### src/rtl/apb_target_multi_timer_pkg.sv
// Shared definitions for the APB multi-channel down-counting timer:
// bus structs, register map encodings and control bit positions.
package apb_target_multi_timer_pkg;

    typedef struct packed {
        logic [31:0] paddr;
        logic        penable;
        logic        psel;
        logic        pwrite;
        logic [31:0] pwdata;
    } apb_req_t;

    typedef struct packed {
        logic [31:0] prdata;
        logic        pready;
        logic        perr;
    } apb_rsp_t;

    // Per-channel register index, paddr[3:2]
    typedef enum logic [1:0] {
        REG_COUNTER = 2'd0,
        REG_RELOAD  = 2'd1,
        REG_CONTROL = 2'd2,
        REG_STATUS  = 2'd3
    } chan_reg_e;

    // Global register index, paddr[3:2] when paddr[7:4] == GLOBAL_CH
    typedef enum logic [1:0] {
        GREG_PRESCALE = 2'd0,
        GREG_IRQ_SUM  = 2'd1,
        GREG_RSVD0    = 2'd2,
        GREG_RSVD1    = 2'd3
    } glob_reg_e;

    localparam logic [3:0]  GLOBAL_CH     = 4'hF;

    localparam int unsigned CTRL_ENABLE   = 0;
    localparam int unsigned CTRL_PERIODIC = 1;
    localparam int unsigned CTRL_IRQ_EN   = 2;
    localparam int unsigned CTRL_WIDTH    = 3;

endpackage

### src/rtl/apb_target_multi_timer_channel.sv
// One timer channel: counter, reload, control and sticky status, advanced
// by the shared prescaler tick. Bus writes override same-cycle tick updates.
module apb_timer_channel
    import apb_target_multi_timer_pkg::*;
#(
    parameter int unsigned COUNTER_WIDTH = 32
) (
    input  logic                     clk,
    input  logic                     reset,
    input  logic                     i_tick,
    input  logic                     i_wr_counter,
    input  logic                     i_wr_reload,
    input  logic                     i_wr_control,
    input  logic                     i_clr_status,
    input  logic [COUNTER_WIDTH-1:0] i_wdata,
    output logic [COUNTER_WIDTH-1:0] o_counter,
    output logic [COUNTER_WIDTH-1:0] o_reload,
    output logic [CTRL_WIDTH-1:0]    o_control,
    output logic                     o_status
);

    logic [COUNTER_WIDTH-1:0] r_counter;
    logic [COUNTER_WIDTH-1:0] r_reload;
    logic [CTRL_WIDTH-1:0]    r_control;
    logic                     r_status;

    logic w_run;
    logic w_expire;
    logic w_periodic;

    assign w_run      = i_tick && r_control[CTRL_ENABLE];
    assign w_expire   = w_run && (r_counter == '0);
    assign w_periodic = r_control[CTRL_PERIODIC];

    always_ff @(posedge clk or posedge reset) begin
        if (reset) begin
            r_counter <= '0;
        end else if (i_wr_counter) begin
            r_counter <= i_wdata;
        end else if (w_run) begin
            if (w_expire) begin
                r_counter <= w_periodic ? r_reload : '0;
            end else begin
                r_counter <= r_counter - 1'b1;
            end
        end
    end

    always_ff @(posedge clk or posedge reset) begin
        if (reset) begin
            r_reload <= '0;
        end else if (i_wr_reload) begin
            r_reload <= i_wdata;
        end
    end

    // One-shot expiry drops enable unless software rewrites control this cycle
    always_ff @(posedge clk or posedge reset) begin
        if (reset) begin
            r_control <= '0;
        end else if (i_wr_control) begin
            r_control <= i_wdata[CTRL_WIDTH-1:0];
        end else if (w_expire && !w_periodic) begin
            r_control[CTRL_ENABLE] <= 1'b0;
        end
    end

    always_ff @(posedge clk or posedge reset) begin
        if (reset) begin
            r_status <= 1'b0;
        end else if (w_expire) begin
            r_status <= 1'b1;
        end else if (i_clr_status) begin
            r_status <= 1'b0;
        end
    end

    assign o_counter = r_counter;
    assign o_reload  = r_reload;
    assign o_control = r_control;
    assign o_status  = r_status;

endmodule

### src/rtl/apb_target_multi_timer.sv
// APB target with NUM_TIMERS down-counting timer channels sharing one
// prescaler; zero-wait-state bus, sticky per-channel status and irq summary.
module apb_target_multi_timer
    import apb_target_multi_timer_pkg::*;
#(
    parameter int unsigned NUM_TIMERS     = 4,
    parameter int unsigned COUNTER_WIDTH  = 32,
    parameter int unsigned PRESCALE_WIDTH = 8
) (
    input  logic                  clk,
    input  logic                  reset,
    input  logic [31:0]           apb_request__paddr,
    input  logic                  apb_request__penable,
    input  logic                  apb_request__psel,
    input  logic                  apb_request__pwrite,
    input  logic [31:0]           apb_request__pwdata,
    output logic [31:0]           apb_response__prdata,
    output logic                  apb_response__pready,
    output logic                  apb_response__perr,
    output logic [NUM_TIMERS-1:0] timer_equalled,
    output logic                  irq
);

    localparam logic [3:0] LAST_CH = 4'(NUM_TIMERS - 1);

    apb_req_t  w_req;
    apb_rsp_t  w_rsp;
    logic      w_access;
    logic      w_write;
    logic      w_read;
    logic [3:0] w_ch;
    chan_reg_e w_reg;
    glob_reg_e w_greg;
    logic      w_is_global;
    logic      w_ch_valid;
    logic      w_unused_bits;

    assign w_req = '{
        paddr:   apb_request__paddr,
        penable: apb_request__penable,
        psel:    apb_request__psel,
        pwrite:  apb_request__pwrite,
        pwdata:  apb_request__pwdata
    };

    assign w_access      = w_req.psel && w_req.penable;
    assign w_write       = w_access && w_req.pwrite;
    assign w_read        = w_access && !w_req.pwrite;
    assign w_ch          = w_req.paddr[7:4];
    assign w_reg         = chan_reg_e'(w_req.paddr[3:2]);
    assign w_greg        = glob_reg_e'(w_req.paddr[3:2]);
    assign w_is_global   = (w_ch == GLOBAL_CH);
    assign w_ch_valid    = (w_ch <= LAST_CH);
    assign w_unused_bits = ^{w_req.paddr[31:8], w_req.paddr[1:0], w_req.pwdata};

    // Shared prescaler
    logic [PRESCALE_WIDTH-1:0] r_prescale;
    logic [PRESCALE_WIDTH-1:0] r_presc_cnt;
    logic                      w_tick;
    logic                      w_wr_prescale;

    assign w_tick        = (r_presc_cnt == '0);
    assign w_wr_prescale = w_write && w_is_global && (w_greg == GREG_PRESCALE);

    // A prescale write restarts the count from the new value immediately
    always_ff @(posedge clk or posedge reset) begin
        if (reset) begin
            r_prescale  <= '0;
            r_presc_cnt <= '0;
        end else if (w_wr_prescale) begin
            r_prescale  <= w_req.pwdata[PRESCALE_WIDTH-1:0];
            r_presc_cnt <= w_req.pwdata[PRESCALE_WIDTH-1:0];
        end else if (w_tick) begin
            r_presc_cnt <= r_prescale;
        end else begin
            r_presc_cnt <= r_presc_cnt - 1'b1;
        end
    end

    // Channels
    logic [COUNTER_WIDTH-1:0] w_counter [NUM_TIMERS];
    logic [COUNTER_WIDTH-1:0] w_reload  [NUM_TIMERS];
    logic [CTRL_WIDTH-1:0]    w_control [NUM_TIMERS];
    logic [NUM_TIMERS-1:0]    w_status;
    logic [NUM_TIMERS-1:0]    w_irq_en;

    for (genvar c = 0; c < NUM_TIMERS; c++) begin : g_ch
        logic w_sel;

        assign w_sel       = w_write && (w_ch == 4'(c));
        assign w_irq_en[c] = w_control[c][CTRL_IRQ_EN];

        apb_timer_channel #(
            .COUNTER_WIDTH(COUNTER_WIDTH)
        ) u_channel (
            .clk          (clk),
            .reset        (reset),
            .i_tick       (w_tick),
            .i_wr_counter (w_sel && (w_reg == REG_COUNTER)),
            .i_wr_reload  (w_sel && (w_reg == REG_RELOAD)),
            .i_wr_control (w_sel && (w_reg == REG_CONTROL)),
            .i_clr_status (w_sel && (w_reg == REG_STATUS) && w_req.pwdata[0]),
            .i_wdata      (w_req.pwdata[COUNTER_WIDTH-1:0]),
            .o_counter    (w_counter[c]),
            .o_reload     (w_reload[c]),
            .o_control    (w_control[c]),
            .o_status     (w_status[c])
        );
    end

    // Read mux
    logic [31:0] w_rd_data;
    logic        w_bad_addr;

    always_comb begin
        w_rd_data  = '0;
        w_bad_addr = 1'b0;
        if (w_is_global) begin
            case (w_greg)
                GREG_PRESCALE: w_rd_data[PRESCALE_WIDTH-1:0] = r_prescale;
                GREG_IRQ_SUM:  w_rd_data[NUM_TIMERS-1:0]     = w_status;
                default:       w_bad_addr = 1'b1;
            endcase
        end else if (w_ch_valid) begin
            for (int unsigned c = 0; c < NUM_TIMERS; c++) begin
                if (w_ch == 4'(c)) begin
                    case (w_reg)
                        REG_COUNTER: w_rd_data[COUNTER_WIDTH-1:0] = w_counter[c];
                        REG_RELOAD:  w_rd_data[COUNTER_WIDTH-1:0] = w_reload[c];
                        REG_CONTROL: w_rd_data[CTRL_WIDTH-1:0]    = w_control[c];
                        REG_STATUS:  w_rd_data[0]                 = w_status[c];
                        default:     w_rd_data = '0;
                    endcase
                end
            end
        end else begin
            w_bad_addr = 1'b1;
        end
    end

    always_comb begin
        w_rsp.prdata = w_read ? w_rd_data : '0;
        w_rsp.pready = 1'b1;
        w_rsp.perr   = w_access && w_bad_addr;
    end

    assign apb_response__prdata = w_rsp.prdata;
    assign apb_response__pready = w_rsp.pready;
    assign apb_response__perr   = w_rsp.perr;

    assign timer_equalled = w_status;
    assign irq            = |(w_status & w_irq_en);

endmodule

### config.mk
export PLATFORM = sky130hd
export DESIGN_NAME = apb_target_multi_timer
export DESIGN_NICKNAME = d
export VERILOG_FILES = /design/src/rtl/apb_target_multi_timer_pkg.sv /design/src/rtl/apb_target_multi_timer_channel.sv /design/src/rtl/apb_target_multi_timer.sv
export SDC_FILE = /design/constraint.sdc
export NUM_CORES = 1
export LEC_CHECK = 0
export ABC_CLOCK_PERIOD_IN_PS = 3890
export CORE_ASPECT_RATIO = 1.4
export CORE_MARGIN = 2
export CORE_UTILIZATION = 35
export CTS_CLUSTER_DIAMETER = 120
export CTS_CLUSTER_SIZE = 24
export DETAILED_ROUTE_END_ITERATION = 12
export GPL_ROUTABILITY_DRIVEN = 0
export GPL_TIMING_DRIVEN = 0
export PLACE_DENSITY_LB_ADDON = 0.1
export SLEW_MARGIN = 20
export SYNTH_ARGS = -nofsm -noshare
export SYNTH_HDL_FRONTEND = slang
export SYNTH_HIERARCHICAL = 1
export SYNTH_SLANG_ARGS = --single-unit
### constraint.sdc
create_clock -name clk -period 3.89 [get_ports clk]
set_input_delay 0.389 -clock clk [delete_from_list [all_inputs] [get_ports clk]]
set_output_delay 0.389 -clock clk [all_outputs]
set_load 0.03 [all_outputs]
==> impl_table.tex <==
\begin{tabular}{lr}
\hline
Metric & Value \\
\hline
\multicolumn{2}{l}{\textbf{Global route}} \\
\quad Total Routing Usage GR & 29.5\% \\
\quad Maximum number of pins on one net before global-route repair & 54 \\
\quad First-pass GRT wire length & roughly 120000 um \\
\quad Vias in the first global route & 17300 \\
\quad Total global routing overflow & 0 \\
\quad Initial antenna violation count & 1 \\
\multicolumn{2}{l}{\textbf{Logic synthesis}} \\
\quad Yosys warning total & 6 \\
\quad Simple-gate area share of the yosys netlist & between 10\% and 20\% \\
\quad Compound-Gate Fraction of Synth Area & between 15 and 20\% \\
\quad Top cell type by total area after synthesis & sky130\_fd\_sc\_hd\_\_dfrtp\_1 \\
\quad Synthesized area per cell & between 9 and 10 um2 \\
\quad Adder and majority gate portion of the synthesized area & 0.393\% \\
\quad Flip-flop and latch count after synthesis & 288 \\
\quad Most repeated cell in the gate-level netlist after synthesis & sky130\_fd\_sc\_hd\_\_dfrtp\_1 \\
\quad Xor/xnor cell area share of the yosys netlist & between 3 and 4\% \\
\quad Library cells used by synthesis & between 70 and 80 \\
\quad Main combinational cell family by area after synthesis & multiplexers \\
\quad Most common library cells after synthesis & 288 x sky130\_fd\_sc\_hd\_\_dfrtp\_1, 221 x sky130\_fd\_sc\_hd\_\_mux2\_2, 135 x sky130\_fd\_sc\_hd\_\_nand2\_1 \\
\quad Cell count after synthesis & roughly 1900 \\
\quad Sequential cell area fraction in the yosys report & between 30 and 40\% \\
\quad Number of nets produced by synthesis & about 2000 \\
\quad Top FF cell, synth & sky130\_fd\_sc\_hd\_\_dfrtp\_1 \\
\quad Share of synthesized registers carrying an async set or reset & 100\% \\
\quad Area share of the largest cell type after synthesis & a little under two fifths \\
\quad Number of flops mapped to enable cells by yosys & 0 \\
\quad Synthesized area & roughly 19000 um2 \\
\quad Multiplexer area fraction after synthesis & a little under a fifth \\
\quad Synth top area cells & sky130\_fd\_sc\_hd\_\_dfrtp\_1 38\%, sky130\_fd\_sc\_hd\_\_mux2\_2 13\%, sky130\_fd\_sc\_hd\_\_mux2i\_1 4.5\%, sky130\_fd\_sc\_hd\_\_o21ai\_0 2.8\%, sky130\_fd\_sc\_hd\_\_a21oi\_1 2.7\% \\
\multicolumn{2}{l}{\textbf{CTS}} \\
\quad Insertion delay to the later sink of the worst-skew pair & approximately 540 ps \\
\quad Clk slew on worst S/H paths & roughly 100 ps \\
\quad Maximum clock insertion buffer count & 3 \\
\quad TritonCTS clock tree & built \\
\quad CTS sink cnt & roughly 290 \\
\quad CTS root buf & sky130\_fd\_sc\_hd\_\_clkbuf\_16 \\
\quad Clock buffers created by TritonCTS & 15 \\
\quad H-tree lvl count & 1 \\
\multicolumn{2}{l}{\textbf{Power and ir drop}} \\
\quad Leakage power total & approximately 9.0 nW \\
\quad Pwr per Cell Area & between 500 and 600 nW/um2 \\
\quad Total power consumption of the routed design & 10.7 mW \\
\quad Worst-case vdd ir drop & between 0.4 and 0.5 mV \\
\multicolumn{2}{l}{\textbf{STA}} \\
\quad Setup\_tns & 0 ps \\
\quad Normalized max-slew margin & a little over a fifth \\
\quad Hold slack final & $\sim$540 ps \\
\quad Number of endpoints with negative hold slack in the final report & 0 \\
\quad Worst setup skew after layout & between 20 and 30 ps \\
\quad Unrepaired setup endpoints after global routing & false \\
\quad Final Max Tran Viols & 0 \\
\quad Top achievable clock speed & between 0.2 and 0.3 GHz \\
\quad Setup WS post-layout & between 50 and 60 ps \\
\quad Period utilisation layout & 98.6\% \\
\quad Final setup vio count & 0 \\
\quad Least-Margin Pin Slew & between 1000 and 1500 ps \\
\quad Minimum clock period after layout & between 3000 and 4000 ps \\
\multicolumn{2}{l}{\textbf{Cells and area}} \\
\quad Final core area utilization & between 30\% and 40\% \\
\quad Post-route insts no fill & 2765 \\
\quad Post-route standard cell area excluding fillers & around 21000 um2 \\
\quad Fraction of final layout cells sized beyond drive strength 1 & a little under a fifth \\
\quad Diodes inserted & 0 \\
\quad Number of nets in the final layout & $\sim$2100 \\
\quad Synth-to-layout area growth & 11.8\% \\
\multicolumn{2}{l}{\textbf{Placed design}} \\
\quad Post-place instance area & roughly 21000 um2 \\
\quad Count of buffers inserted at the top-level ports & 78 \\
\quad Place WS & -371 ps \\
\quad Estimated wirelength of the detail-placed design & slightly above 60000 um \\
\quad Inst Count DP & 2750 \\
\multicolumn{2}{l}{\textbf{Critical path}} \\
\quad Crit path largest cell delay & between 700 and 800 ps \\
\quad CP Capture Type & output port \\
\quad Largest fanout on the critical path & 10 \\
\quad WS Path Type & input pin to output port \\
\quad Crit start category & input pin \\
\quad Crit path cell chain & clkdlybuf4s50\_1 > buf\_2 > nor2\_1 > and3\_1 > clkbuf\_1 > nand2\_1 > a31oi\_1 > clkdlybuf4s50\_1 \\
\quad Critical Path Most Common Cell & sky130\_fd\_sc\_hd\_\_clkdlybuf4s50\_1 \\
\quad Data arrival time at the worst-slack endpoint & $\sim$3500 ps \\
\quad Slowest CP cell & sky130\_fd\_sc\_hd\_\_clkdlybuf4s50\_1 \\
\quad Critical Path RT & around 3500 ps \\
\multicolumn{2}{l}{\textbf{Routing}} \\
\quad Total wirelength of the detailed-routed design & approximately 85000 um \\
\quad Drt pass-1 iters & 5 \\
\quad Drt initial violations & approximately 1500 \\
\quad Residual DRC count & 0 \\
\quad Average routed wire per standard cell & 30.6 um \\
\quad Antenna Nets Post-Route & 0 \\
\quad Total via count in the routed design & around 17000 \\
\quad Vias/cell & $\sim$6.3 \\
\multicolumn{2}{l}{\textbf{Die}} \\
\quad Floorplan die height & 280 um \\
\quad Effective utilization at floorplan & about 35\% \\
\quad Io pins & around 110 \\
\quad Area of the core & about 54000 um2 \\
\quad Cell Rows & $\sim$100 \\
\quad Die ar. & about 57000 um2 \\
\quad Width of the die & roughly 200 um \\
\multicolumn{2}{l}{\textbf{Status}} \\
\quad Outcome & finished clean \\
\multicolumn{2}{l}{\textbf{Min path}} \\
\quad Class of the most critical hold timing path & flip-flop to flip-flop \\
\multicolumn{2}{l}{\textbf{Flow run}} \\
\quad Max-Cap Viols & 0 \\
\hline
\end{tabular}
## critical path: cells and delay by family
family | cells | cell delay [ps]
compound gates | 1 | 400
buf+inv | 4 | 2040
simple gates | 3 | 620
## cell type report
class / instances / area [um2]
fillers: 5535 / 32700
multi-input cells: 1470 / 11100
flip-flops and latches: 288 / 7210
repair buffers: 82 / 902
well taps: 721 / 902
plain buffers: 150 / 736
clock buffers: 15 / 375
inverters: 39 / 160
## path summary, 6_finish.rpt
| check | end | cells past startpoint | from | slack, ps |
|---|---|---|---|---|
| max | apb_response__prdata[7] | 8 | apb_request__paddr[3] | 50 |
| min in group asynchronous | g_ch[3].u_channel/o_counter[10] | 2 | reset | 600 |
| min reg2reg | g_ch[3].u_channel/o_reload[24] | 1 | g_ch[3].u_channel/o_reload[24] | 540 |
| min | g_ch[3].u_channel/o_reload[24] | 1 | g_ch[3].u_channel/o_reload[24] | 540 |
| max in group asynchronous | g_ch[1].u_channel/o_reload[22] | 3 | reset | 2630 |
| max reg2reg | g_ch[1].u_channel/o_counter[5] | 9 | r_presc_cnt[2] | 370 |
## routing by layer
| layer | wire, um | vias up | track usage [%] |
|---|---|---|---|
| met5 | 0 | - | 0 |
| met4 | 6250 | 0 | 18.8 |
| met3 | 5750 | 196 | 4.58 |
| met2 | 39700 | 791 | 48.7 |
| met1 | 33100 | 8883 | 36.1 |
| li1 | - | 7557 | - |
## cells by family after synthesis
logic type,after synthesis
simple gates,588
buf+inv,189
other cells,1
mux,319
flops,288
fa+ha+maj,6
compound gates,482
xor+xnor,74
## placed cells by master (no fill, tap or decap), drive strengths merged, types with 25 or more instances in the layout
cell type      count
buf               60
a22oi             30
a221o             31
clkdlybuf4s50     57
xor2              25
nor4              49
inv               38
a221oi            30
and3              70
nor3              43
nand3             42
a21oi            103
xnor2             49
nor2             108
nand2            135
mux2             226
a31oi             37
or3               46
o31ai             32
clkbuf           110
mux2i             85
dfrtp            288
o21ai            106
## state kept, by name (all words and copies together) (netlist names)
signal,flops
g_ch.u_channel/o_control,12
g_ch.u_channel/o_counter,128
g_ch.u_channel/o_reload,128
g_ch.u_channel/o_status,4
r_presc_cnt,8
r_prescale,8
## timing repair
item                                    4_1_cts  5_1_grt
cloned                                        0        0
setup buffers                                 0        0
hold buffers                                  0        0
pin swaps                                     0        1
gates resized for setup                      15       27
endpoints found under the setup margin       38      125
## where the power goes
part	total [mW]	internal [mW]	switching, mW
Clock	1.77	0.700	1.07
Combinational	4.29	1.96	2.33
Sequential	4.69	3.58	1.11
Total	10.7	6.25	4.50
Note: power is estimated with default switching activity, not from simulation.
==> RTL edit: new RTL, config.mk and constraints unchanged <==
`CTRL_WIDTH`: 3 -> 5.
--- a/src/rtl/apb_target_multi_timer_pkg.sv
+++ b/src/rtl/apb_target_multi_timer_pkg.sv
@@ -37,7 +37,7 @@
     localparam int unsigned CTRL_ENABLE   = 0;
     localparam int unsigned CTRL_PERIODIC = 1;
     localparam int unsigned CTRL_IRQ_EN   = 2;
-    localparam int unsigned CTRL_WIDTH    = 3;
+    localparam int unsigned CTRL_WIDTH    = 5;
 
 endpackage
 
Check against the original RTL: not equivalent (Yosys sat finds a counterexample within 4 cycles, from zero or initial values and one cycle with reset high).
==> RTL edit against the original RTL <==
- the flow now finishes with violations (setup timing)
- core utilization is 0.98 points higher
- critical path depth is 1 lower
- routed wire length shrank 12%
- worst setup slack got worse by 0.057 ns
- largest cell class unchanged
- area after synthesis shrank 2.8%
- total power fell by 5.2%
- maximum frequency down 1.5%
- sequential cell count up 8
- design area fell by 0.97%
==> RTL edit: results (changes against the original RTL) <==
Worst setup margin = -0.00276 ns (was 0.0547 ns)
Top post-synthesis cells by area = dfrtp_1, mux2_2, mux4_2 (was dfrtp_1, mux2_2, mux2i_1)
Pre-CTS setup slack = -1.24 ns (was -0.371 ns)
Syn Inst Count = 1904 (was 1947)
Detailed-route wire length per cell = 27.4 um (was 30.6 um)
Final setup fails = 1 (was 0)
Hpwl dp = 57.8 mm (was 61.6 mm)
Inverters = 38 (was 39)
Flop pwr share = 0.448 (was 0.436)
Clock network share of area = 0.0209 (was 0.0176)
Clock power frac = 0.188 (was 0.165)
Global-route usage over all layers = 0.270 (was 0.295)
Number of sequential cells = 296 (was 288)
Status = complete, but fails checks (was complete, no violations)
Largest net degree at the start of global routing = 55 (was 54)
Die area = 55000 sq um (was 56500 sq um)
Final net count = 2093 (was 2121)
Slowest stage delay, CP = 0.79 ns (was 0.77 ns)
Max VDD drop = 254 uV (was 411 uV)
Switching portion of total power = 0.405 (was 0.419)
DRT iter0 DRCs = 1288 (was 1462)
CTS Buf Count = 16 (was 15)
Top cells by count, synth = dfrtp_1, mux2_2, nand2_1 (unchanged)
CP endpoint = apb_response__prdata[9] (was apb_response__prdata[7])
Design area = 21200 sq um (was 21400 sq um)
Dpl cell area = 20400 sq um (was 20900 sq um)
Layout Skew = 0.0248 ns (was 0.0277 ns)
Hold Slack = 0.522 ns (was 0.536 ns)
Failing checks = setup timing
Layout non-clock buf frac = 0.0804 (was 0.0767)
Multi-input combinational area share = 0.500 (was 0.519)
Seq area share = 0.350 (was 0.337)
Port bufs = 79 (was 78)
Leak = 8.38 nW (was 9.02 nW)
Start point of the worst hold path = g_ch[2].u_channel/o_control[3] (was g_ch[3].u_channel/o_reload[24])
Syn Nets = 1979 (was 2022)
Initial antenna violation count = 2 (was 1)
Worst R2R End = g_ch[1].u_channel/o_counter[27] (was g_ch[1].u_channel/o_counter[5])
Setup_tns = -0.00276 ns (was 0 ns)
Multi-input gates = 1429 (was 1470)
First-pass GRT wire length = 110 mm (was 122 mm)
Worst reg-to-reg path cell count = 12 (was 9)
R2r startpoint = r_presc_cnt[0] (was r_presc_cnt[2])
Synth cell types = 75 (was 77)
Worst-Margin Slew = 1.15 ns (was 1.17 ns)
Proportion of layout cells with a drive suffix above 1 = 0.178 (was 0.186)
CP arrival = 3.50 ns (was 3.45 ns)
Fill cells = 5311 (was 5535)
Post-Layout Cell Count = 2725 (was 2765)
==> RTL edit: cell count changes after synthesis, moves of 28 or more <==
cell,delta
and3_1,-63
mux2_2,-57
o21ai_0,-46
a21oi_1,-42
nor2_1,+40
mux2i_1,-29
nor4_1,+28
==> RTL edit: routing by layer <==
metal	wire length [um]	up-vias	global-route usage
li1	-	7391	-
met1	29100	8352	0.333
met2	37400	659	0.469
met3	3900	162	0.0240
met4	4260	2	0.132
met5	11	-	0
==> RTL edit: cells by family (layout without fill, tap and decap cells) <==
group	Yosys count	count (layout)	share of synthesized area
AO/OA/AOI/OAI	438	438	0.166
flip-flops	296	296	0.399
other	1	1	0.000202
adder cells (fa/ha/maj)	6	6	0.00404
buffers and inverters	179	293	0.0445
AND/OR/NAND/NOR	639	639	0.177
multiplexers	249	249	0.164
XOR/XNOR	96	96	0.0452
==> RTL edit: what timing repair did <==
action,in CTS,in global routing
endpoints found under the setup margin,147,94
buffers inserted,7,5
pin swaps,1,3
gates resized for setup,42,22
